==> src/rtl/pace_if.sv <==
// pace_if: bundle between the pace controller and the game peers (buttons, collision, obstacle controller).
// The pause signal exists only when PACE_PAUSE_EN is defined.
interface pace_if;
  logic        start;
  logic        collide;
  logic [15:0] score;
`ifdef PACE_PAUSE_EN
  logic        pause;
`endif
  logic        game_clk;
  logic        game_rst;
  logic        over;
  logic        running;
  logic [3:0]  level;
  logic [8:0]  minEmpty;

  // Plain level signals, no handshake: inputs are sampled every clk, outputs are registered.
`ifdef PACE_PAUSE_EN
  modport master (
    input  start, collide, score, pause,
    output game_clk, game_rst, over, running, level, minEmpty
  );
  modport slave (
    output start, collide, score, pause,
    input  game_clk, game_rst, over, running, level, minEmpty
  );
`else
  modport master (
    input  start, collide, score,
    output game_clk, game_rst, over, running, level, minEmpty
  );
  modport slave (
    output start, collide, score,
    input  game_clk, game_rst, over, running, level, minEmpty
  );
`endif
endinterface

==> src/rtl/pace_ctrl.sv <==
// pace_ctrl: IDLE/CLEAR/RUN/OVER game-flow FSM plus a score-paced game_clk divider.
// Define PACE_PAUSE_EN to add the pause input and the PAUSE state.
module pace_ctrl #(
  parameter int unsigned HALF_BASE = 125000,
  parameter int unsigned HALF_STEP = 6250,
  parameter int unsigned MAX_LEVEL = 10,
  parameter int unsigned GAP_BASE  = 300,
  parameter int unsigned GAP_STEP  = 15,
  parameter int unsigned RST_HOLD  = 2
) (
  input  logic       clk,
  input  logic       rst,
  pace_if.master     pace_io,
  output logic [2:0] state_o
);

  localparam int DW = $clog2(HALF_BASE + 1);
  localparam int CW = $clog2(RST_HOLD + 1);

  typedef enum logic [2:0] {
    S_IDLE  = 3'd0,
    S_CLEAR = 3'd1,
    S_RUN   = 3'd2,
    S_OVER  = 3'd3
`ifdef PACE_PAUSE_EN
    ,S_PAUSE = 3'd4
`endif
  } state_t;

  state_t          state_q;
  logic [DW-1:0]   div_q;
  logic            gclk_q;
  logic            grst_q;
  logic            over_q;
  logic            running_q;
  logic [3:0]      level_q;
  logic [8:0]      gap_q;
  logic            start_q;
  logic [CW-1:0]   edge_cnt_q;
`ifdef PACE_PAUSE_EN
  logic            pause_q;
  logic            pause_rise;
`endif

  logic            start_rise;
  logic            go_clear;
  logic [7:0]      hundreds;
  logic [3:0]      lvl_clamp;
  logic [3:0]      level_d;
  logic [8:0]      gap_d;
  logic [31:0]     half_prod;
  logic [31:0]     half_len;
  logic            tick;
  logic            rise_now;

  always_comb begin
    start_rise = pace_io.start & ~start_q;
`ifdef PACE_PAUSE_EN
    pause_rise = pace_io.pause & ~pause_q;
    go_clear   = start_rise & ((state_q == S_IDLE) | (state_q == S_OVER) | (state_q == S_PAUSE));
`else
    go_clear   = start_rise & ((state_q == S_IDLE) | (state_q == S_OVER));
`endif

    hundreds  = 8'(pace_io.score[15:12]) * 8'd10 + 8'(pace_io.score[11:8]);
    lvl_clamp = (hundreds > 8'(MAX_LEVEL)) ? 4'(MAX_LEVEL) : hundreds[3:0];
    // Level is monotonic within a game, so only ever take the larger value.
    level_d   = (lvl_clamp > level_q) ? lvl_clamp : level_q;
    gap_d     = 9'(GAP_BASE - 32'(level_d) * GAP_STEP);

    // A fully sped-up level may push the half-period to zero or below; floor it at one clk.
    half_prod = 32'(level_q) * HALF_STEP;
    half_len  = (HALF_BASE > half_prod) ? (HALF_BASE - half_prod) : 32'd1;
    tick      = (32'(div_q) >= (half_len - 32'd1));
    rise_now  = tick & ~gclk_q;
  end

  always_ff @(posedge clk) begin
    if (rst) begin
      state_q    <= S_IDLE;
      div_q      <= '0;
      gclk_q     <= 1'b0;
      grst_q     <= 1'b0;
      over_q     <= 1'b1;
      running_q  <= 1'b0;
      level_q    <= 4'd0;
      gap_q      <= 9'(GAP_BASE);
      start_q    <= 1'b1;
      edge_cnt_q <= '0;
`ifdef PACE_PAUSE_EN
      pause_q    <= 1'b1;
`endif
    end else begin
      start_q <= pace_io.start;
`ifdef PACE_PAUSE_EN
      pause_q <= pace_io.pause;
`endif

      if (tick) begin
        div_q  <= '0;
        gclk_q <= ~gclk_q;
      end else begin
        div_q  <= div_q + DW'(1);
      end

      if (go_clear) begin
        state_q    <= S_CLEAR;
        grst_q     <= 1'b1;
        over_q     <= 1'b0;
        running_q  <= 1'b0;
        level_q    <= 4'd0;
        gap_q      <= 9'(GAP_BASE);
        edge_cnt_q <= '0;
      end else begin
        case (state_q)
          S_IDLE: begin
            over_q    <= 1'b1;
            running_q <= 1'b0;
          end
          S_CLEAR: begin
            // Release one clk after the last counted edge so game_rst is stable across it.
            if (edge_cnt_q == CW'(RST_HOLD)) begin
              grst_q    <= 1'b0;
              running_q <= 1'b1;
              state_q   <= S_RUN;
            end else if (rise_now) begin
              edge_cnt_q <= edge_cnt_q + CW'(1);
            end
          end
          S_RUN: begin
            level_q <= level_d;
            gap_q   <= gap_d;
            if (pace_io.collide) begin
              over_q    <= 1'b1;
              running_q <= 1'b0;
              state_q   <= S_OVER;
`ifdef PACE_PAUSE_EN
            end else if (pause_rise) begin
              over_q    <= 1'b1;
              running_q <= 1'b0;
              state_q   <= S_PAUSE;
`endif
            end
          end
          S_OVER: begin
            over_q    <= 1'b1;
            running_q <= 1'b0;
          end
`ifdef PACE_PAUSE_EN
          S_PAUSE: begin
            if (pause_rise) begin
              over_q    <= 1'b0;
              running_q <= 1'b1;
              state_q   <= S_RUN;
            end
          end
`endif
          default: state_q <= S_IDLE;
        endcase
      end
    end
  end

  assign pace_io.game_clk = gclk_q;
  assign pace_io.game_rst = grst_q;
  assign pace_io.over     = over_q;
  assign pace_io.running  = running_q;
  assign pace_io.level    = level_q;
  assign pace_io.minEmpty = gap_q;
  assign state_o          = state_q;

endmodule

==> src/flat_wrapper.sv <==
// flat-port wrapper written by rule: the top's interface ports become plain ports
module pace_ctrl_flat 
#(
  parameter int unsigned HALF_BASE = 125000,
  parameter int unsigned HALF_STEP = 6250,
  parameter int unsigned MAX_LEVEL = 10,
  parameter int unsigned GAP_BASE  = 300,
  parameter int unsigned GAP_STEP  = 15,
  parameter int unsigned RST_HOLD  = 2
)
  (clk, rst, state_o, pace_io_start, pace_io_collide, pace_io_score, pace_io_game_clk, pace_io_game_rst, pace_io_over, pace_io_running, pace_io_level, pace_io_minEmpty);
  pace_if pace_io_i ();
  input  logic clk;
  input  logic rst;
  output logic [2:0] state_o;
  input wire logic [$bits(pace_io_i.start)-1:0] pace_io_start;
  input wire logic [$bits(pace_io_i.collide)-1:0] pace_io_collide;
  input wire logic [$bits(pace_io_i.score)-1:0] pace_io_score;
  output wire logic [$bits(pace_io_i.game_clk)-1:0] pace_io_game_clk;
  output wire logic [$bits(pace_io_i.game_rst)-1:0] pace_io_game_rst;
  output wire logic [$bits(pace_io_i.over)-1:0] pace_io_over;
  output wire logic [$bits(pace_io_i.running)-1:0] pace_io_running;
  output wire logic [$bits(pace_io_i.level)-1:0] pace_io_level;
  output wire logic [$bits(pace_io_i.minEmpty)-1:0] pace_io_minEmpty;
  assign pace_io_i.start = pace_io_start;
  assign pace_io_i.collide = pace_io_collide;
  assign pace_io_i.score = pace_io_score;
  assign pace_io_game_clk = pace_io_i.game_clk;
  assign pace_io_game_rst = pace_io_i.game_rst;
  assign pace_io_over = pace_io_i.over;
  assign pace_io_running = pace_io_i.running;
  assign pace_io_level = pace_io_i.level;
  assign pace_io_minEmpty = pace_io_i.minEmpty;
  pace_ctrl #(.HALF_BASE(HALF_BASE), .HALF_STEP(HALF_STEP), .MAX_LEVEL(MAX_LEVEL), .GAP_BASE(GAP_BASE), .GAP_STEP(GAP_STEP), .RST_HOLD(RST_HOLD)) u_core (.clk(clk), .rst(rst), .pace_io(pace_io_i), .state_o(state_o));
endmodule
==> config.mk <==
export PLATFORM = sky130hd
export DESIGN_NAME = pace_ctrl_flat
export DESIGN_NICKNAME = d
export VERILOG_FILES = /design/src/rtl/pace_if.sv /design/src/rtl/pace_ctrl.sv /design/src/flat_wrapper.sv
export SDC_FILE = /design/constraint.sdc
export NUM_CORES = 1
export LEC_CHECK = 0
export BUFFER_PORTS_ARGS = -buffer_cell sky130_fd_sc_hd__buf_4
export CAP_MARGIN = 20
export CORE_MARGIN = 2
export CORE_UTILIZATION = 40
export CTS_BUF_LIST = sky130_fd_sc_hd__clkbuf_16
export DETAILED_ROUTE_END_ITERATION = 8
export HOLD_SLACK_MARGIN = 0.12
export MAX_ROUTING_LAYER = met4
export PLACE_DENSITY = 0.59
export SLEW_MARGIN = 5
export SYNTH_ARGS = -nofsm -noshare
export SYNTH_HDL_FRONTEND = slang
export SYNTH_SLANG_ARGS = --single-unit
export TNS_END_PERCENT = 20
==> constraint.sdc <==
create_clock -name clk -period 6.2 [get_ports clk]
set_input_delay 0.93 -clock clk [delete_from_list [all_inputs] [get_ports clk]]
set_output_delay 0.93 -clock clk [all_outputs]
set_load 0.03 [all_outputs]
# Yosys cells after proc, flatten, opt, wreduce, memory -nomap -nowiden
# Cells that the tools add are included.
[totals]
output_inout_bits = 20
word_cells = 71
register_bits = 40
inputBits = 20
[classes]
multipliers = 3
n_eq_ne = 9
muxes = 16
add_sub_neg = 6
n_lt_le_gt_ge = 4
bitwise_logic = 8
n_reduce_logical = 14
[op_table]
columns = ["op", "count"]
rows = [
  ["17-bit by 32-bit greater-or-equal comparator with 1-bit output", 1],
  ["32-bit two-way mux", 1],
  ["32-bit by 1-bit subtractor with 32-bit output (second input constant)", 1],
  ["17-bit by 17-bit subtractor with 18-bit output (first input constant)", 1],
  ["17-bit by 1-bit adder with 17-bit output (second input constant)", 1],
  ["17-bit > comparator (first input constant)", 1],
  ["4-bit by 12-bit multiplier with 16-bit output (second input constant)", 1],
  ["3-bit AND reduction", 4],
  ["3-bit case mux with 3 select lines", 1],
  ["9-bit by 8-bit subtractor with 9-bit output (first input constant)", 1],
  ["8-bit by 4-bit adder with 8-bit output", 1],
  ["8-bit by 4-bit > comparator with 1-bit output (second input constant)", 1],
  ["4-bit by 4-bit multiplier with 8-bit output (second input constant)", 1],
  ["1-bit two-way mux", 8],
  ["4-bit two-way mux", 2],
  ["4-bit by 3-bit multiplier with 7-bit output (second input constant)", 1],
  ["3-bit by 2-bit == test with 1-bit output (second input constant)", 2],
  ["3-bit two-way mux", 2],
  ["3-bit nonzero test", 2],
  ["2-bit OR reduction", 3],
  ["4-bit > comparator", 1],
  ["2-bit by 1-bit != test with 1-bit output (second input constant)", 2],
  ["1-bit NOT", 4],
  ["2-bit AND reduction", 2],
  ["other kinds (12)", 15],
]

# Depth between registers and ports, before layout
[depth]
word_depth = 8
ltp_mapped = 29
mapped_depth_nobuf = 29

# Worst setup path before layout
# No wires, ideal clock.
[synth_timing]
path_type = "input to register"
start = "input port pace_io_score[13]"
end = "register u_core.gap_q[7] (netlist: u_core.pace_io.minEmpty[7])"
arrival_ps = 6391
t_required_ps = 6114
path_stages = 28
setup_time_ps = 86
path_buffers = 0
path_slack_ps = -277
path_cell_list = "ha_1 ha_1 inv_1 fa_1 o21ai_0 o22ai_1 o21ai_0 a211oi_1 nand2b_1 ha_1 nor2b_1 o21ai_0 nand2b_1 a21oi_1 a41o_1 mux2i_1 inv_1 fa_1 inv_1 fa_1 ha_1 ha_1 a21o_1 a21oi_1 o21bai_1 a21oi_1 xnor2_1 a211oi_1"
[synth_between]
elab_chain_cells = 8
[synth_lines]
columns = ["element", "line", "rtl"]
rows = [
  ["start, declared", "flat_wrapper.sv:18", "input wire logic [$bits(pace_io_i.score)-1:0] pace_io_score;"],
  ["4-bit by 3-bit multiplier with 7-bit output *", "pace_ctrl.sv:65", "hundreds = 8'(pace_io.score[15:12]) * 8'd10 + 8'(pace_io.score[11:8]);"],
  ["8-bit by 4-bit adder with 8-bit output *", "pace_ctrl.sv:65", ""],
  ["8-bit by 4-bit > comparator with 1-bit output", "pace_ctrl.sv:66", "lvl_clamp = (hundreds > 8'(MAX_LEVEL)) ? 4'(MAX_LEVEL) : hundreds[3:0];"],
  ["4-bit two-way mux *", "pace_ctrl.sv:66", ""],
  ["4-bit > comparator", "pace_ctrl.sv:68", "level_d = (lvl_clamp > level_q) ? lvl_clamp : level_q;"],
  ["4-bit two-way mux *", "pace_ctrl.sv:68", ""],
  ["named net u_core.level_d[2]", "pace_ctrl.sv:49", "logic [3:0] level_d;"],
  ["4-bit by 4-bit multiplier with 8-bit output *", "pace_ctrl.sv:69", "gap_d = 9'(GAP_BASE - 32'(level_d) * GAP_STEP);"],
  ["9-bit by 8-bit subtractor with 9-bit output *", "pace_ctrl.sv:69", ""],
  ["end signal, assigned", "pace_ctrl.sv:87", "gap_q <= 9'(GAP_BASE);"],
  ["end signal, assigned", "pace_ctrl.sv:112", "gap_q <= 9'(GAP_BASE);"],
  ["end signal, assigned", "pace_ctrl.sv:132", "gap_q <= gap_d;"],
  ["end, declared", "pace_ctrl.sv:37", "logic [8:0] gap_q;"],
]
# The timed path passes the listed nets; every way through them passes the cells marked *.
# A chain may end at the register's enable or synchronous reset.

# Worst setup path after layout
[layout_timing]
start = "input port pace_io_score[15]"
end = "register u_core.gap_q[7] (netlist: u_core.pace_io.minEmpty[7])"
[layout_between]
elab_chain_cells = 8
[layout_lines]
columns = ["element", "line"]
rows = [
  ["4-bit by 3-bit multiplier with 7-bit output *", "pace_ctrl.sv:65"],
  ["8-bit by 4-bit adder with 8-bit output *", "pace_ctrl.sv:65"],
  ["8-bit by 4-bit > comparator with 1-bit output *", "pace_ctrl.sv:66"],
  ["4-bit two-way mux *", "pace_ctrl.sv:66"],
  ["4-bit > comparator", "pace_ctrl.sv:68"],
  ["4-bit two-way mux *", "pace_ctrl.sv:68"],
  ["named net u_core.level_d[1]", "pace_ctrl.sv:49"],
  ["4-bit by 4-bit multiplier with 8-bit output *", "pace_ctrl.sv:69"],
  ["9-bit by 8-bit subtractor with 9-bit output *", "pace_ctrl.sv:69"],
]
# Marks and branches as above.

==> out/qor.csv <==
metric,value,unit
avgSynthCellArea,8.300,um^2
status,completed,
synth_area_leaders,"ha_1 21%, dfxtp_1 18%, xnor2_1 5.6%, nor2_1 4.1%, nand2_1 3.4%",
fmax,0.1656,GHz
ys.flop_type,dfxtp_1,
ir_drop,0.5375,mV
die_w,106.7,um
drt_iter0_markers,149,
synth_fa_ha_area_frac,0.2463,
nNetsFinal,669,
diodes,0,
yosysMostFrequentCell,ha_1,
grt_pass1_vias,3586,
synth_top_family_by_area,adder cells,
synthTopCellsByCount,"71 x ha_1, 46 x nor2_1, 38 x dfxtp_1, 38 x nand2_1, 37 x inv_1",
clock-root-buffer,clkbuf_16,
tns,0,ns
powerDensity,548.3,nW/um^2
clockBufferDepth,2,
synthCells,508,
ys_ff_latch,38,
die_area,11380,um^2
synth_top_area_share,0.2107,
area_growth,22.08,%
cts.sinks,38,
yosysUniqueCellTypes,68,
cp_num_buf_inv,5,
start_util,0.4103,
synth-edff-count,0,
cts_made_buffers,5,
required,6.40,ns
synth_compound_area_frac,0.1733,
antenna_found_initial,0,
path_depth,30,
yosysTopAreaCell,ha_1,
pin_count,40,
cap_violations,0,
whs,0.4556,ns
hold_viol_final,0,
period_share,0.9741,
period_minus_slack,6.040,ns
routabilityCongestion,0.8163,
first_pass_iters,4,
r2r_setup_slack,0.40,ns
core_area,10280,um^2
rows,37,
cts_tree,yes,
cts.clk_slew.worst_paths,0.06,ns
crit_path_max_incr_delay,0.54,ns
cp-endpoint,u_core.pace_io.minEmpty[7]$_SDFFE_PP0N_,
power_leakage,2.376,nW
wire_per_inst,12.99,um
post-route-util,0.5009,
h-tree-depth,2,
netlist_area,4217,um^2
dp_hpwl,7118,um
startpoint_type,primary input,
worstSetupStartpoint,pace_io_score[15],
synthMuxAreaShare,0.02908,
grtUsageTotal,0.1692,
gr-total-overflow,0,
power.total,2.822,mW
cp-end-kind,flip-flop,
worstRegToRegCells,22,
critPathMaxFanout,4,
synth-xor-area-share,0.1027,
arrival,6.24,ns
tightestPinTransition,0.7656,ns
ctsHoldBuffers,0,
layout-drive-gt1-share,0.2203,
crit_family,adder cells,
timing.slew.headroom,0.4896,
vias,3627,
die_y,106.7,um
slew_violations,0,
reg2reg_from,u_core.pace_io.level[1]$_SDFFE_PP0N_,
port_buffers,30,
crit_path_top_delay_cell,fa_1,
drc,0,
ant_nets,0,
clk_latency,0.28,ns
rsz0062_at_grt,yes,
async_reset_ff_frac,0,
via_per_inst,5.123,
grt_pass1_wl,15740,um
worstSetupPathType,in2reg,
synth-simple-area-share,0.2163,
crit_top_cell,ha_4,
wirelength,9195,um
grt_max_degree,18,
reg2reg_to,u_core.div_q[15]$_SDFF_PP0_,
synth_seq_area_share,0.1804,
final-setup-viol-count,0,
hold_class,reg2reg,
yosys_warnings,0,
synth_nets,606,
fin_skew,0.008480,ns
[layout by cell type (no fill, tap or decap), types with 11 or more instances in the layout]
master,count
nor2_2,11
buf_4,67
xor2_1,15
a21o_1,12
dfxtp_1,38
nand3_1,16
nand2_1,38
inv_1,33
nor2_1,45
a21oi_1,23
o21ai_0,19
xnor2_1,27
ha_1,66
[how the worst min path moves through the flow]
| stage | start | end | slack [ns] | depth (start not counted) |
|---|---|---|---|---|
| finish | u_core.pace_io.game_rst$_SDFFE_PP0P_ | u_core.pace_io.game_rst$_SDFFE_PP0P_ | 0.46 | 2 |
| global route | u_core.pace_io.game_rst$_SDFFE_PP0P_ | u_core.pace_io.game_rst$_SDFFE_PP0P_ | 0.50 | 2 |
| floorplan | u_core.div_q[0]$_SDFF_PP0_ | u_core.div_q[0]$_SDFF_PP0_ | 0.45 | 1 |
| CTS | u_core.pace_io.game_rst$_SDFFE_PP0P_ | u_core.pace_io.game_rst$_SDFFE_PP0P_ | 0.46 | 2 |
| global placement | u_core.pace_io.game_rst$_SDFFE_PP0P_ | u_core.pace_io.game_rst$_SDFFE_PP0P_ | 0.45 | 2 |
| detailed placement | u_core.pace_io.game_rst$_SDFFE_PP0P_ | u_core.pace_io.game_rst$_SDFFE_PP0P_ | 0.45 | 2 |
[state kept, by name, indices dropped and copies added (netlist names)]
signal                   flops
u_core.div_q                17
u_core.pace_io.minEmpty      9
u_core.pace_io.level         3
u_core.edge_cnt_q            2
u_core.state_o               2
u_core.pace_io.game_clk      1
u_core.pace_io.game_rst      1
u_core.pace_io.over          1
u_core.pace_io.running       1
u_core.start_q               1
[cell families after synthesis]
kind of cell,Yosys count
xor gates and xnor gates,46
AOI/OAI and AO/OA,105
muxes,12
buffers and inverters,51
adders and majority gates,79
other,1
DFF,38
and+or+nand+nor,176
[routing by layer]
metal  up-vias  share of wire  GRT usage  routed length (um)
met5         -              0          -                   0
met4         0         0.0084    0.03432                  77
met3         4          0.017    0.02006                 155
met2        30           0.50     0.3007                4573
met1      1687           0.48     0.2070                4388
li1       1906              -          -                   -
[through the flow]
step | std cells | worst slack [ns] | cell area [um^2]
after detailed placement | 689 | -0.3512 | 4791
after CTS | 705 | 0.01274 | 5082
after floorplan | 508 | 0.0002425 | 4254
after global placement | 689 | -0.2101 | 4791
after global routing | 708 | -0.09977 | 5147
final | 708 | 0.1604 | 5147
[report_power, final]
part           leakage [nW]  switching, mW  internal (mW)
Clock                0.0915          0.104          0.229
Sequential            0.309         0.0338          0.275
Combinational          1.98           1.15           1.03
[worst register-to-register path, cell delays in order, from the launching register on]
cell	delay (ns)
dfxtp_1	0.59
ha_1	0.34
ha_1	0.30
ha_1	0.36
a21o_1	0.24
a221oi_4	0.39
o21a_1	0.26
xor2_1	0.14
nor3_1	0.48
o211ai_4	0.13
buf_4	0.21
and3_1	0.19
nor2_1	0.11
nor2_1	0.06
ha_1	0.33
a21o_1	0.18
a21o_1	0.16
a211oi_1	0.29
o41ai_1	0.12
a21oi_1	0.27
nand2b_2	0.28
o21bai_4	0.15
nor2_2	0.14
[area by class of cell]
cell class / instances / area [um^2]
inverter: 37 / 138.9
timing repair buffer: 69 / 525.5
sequential: 38 / 760.7
tap: 136 / 170.2
clock buffer: 5 / 125.1
clock inverter: 3 / 63.81
multi-input combinational: 420 / 3363
fill: 1028 / 5130
[what timing repair did]
action | CTS | global route
cloned | 0 | 1
endpoints found under the setup margin | 2 | 25
gates resized for setup | 9 | 9
setup buffers | 8 | 2
pin swaps | 18 | 23
endpoints found under the hold margin | 0 | 0
(Power assumes the default switching activity.)
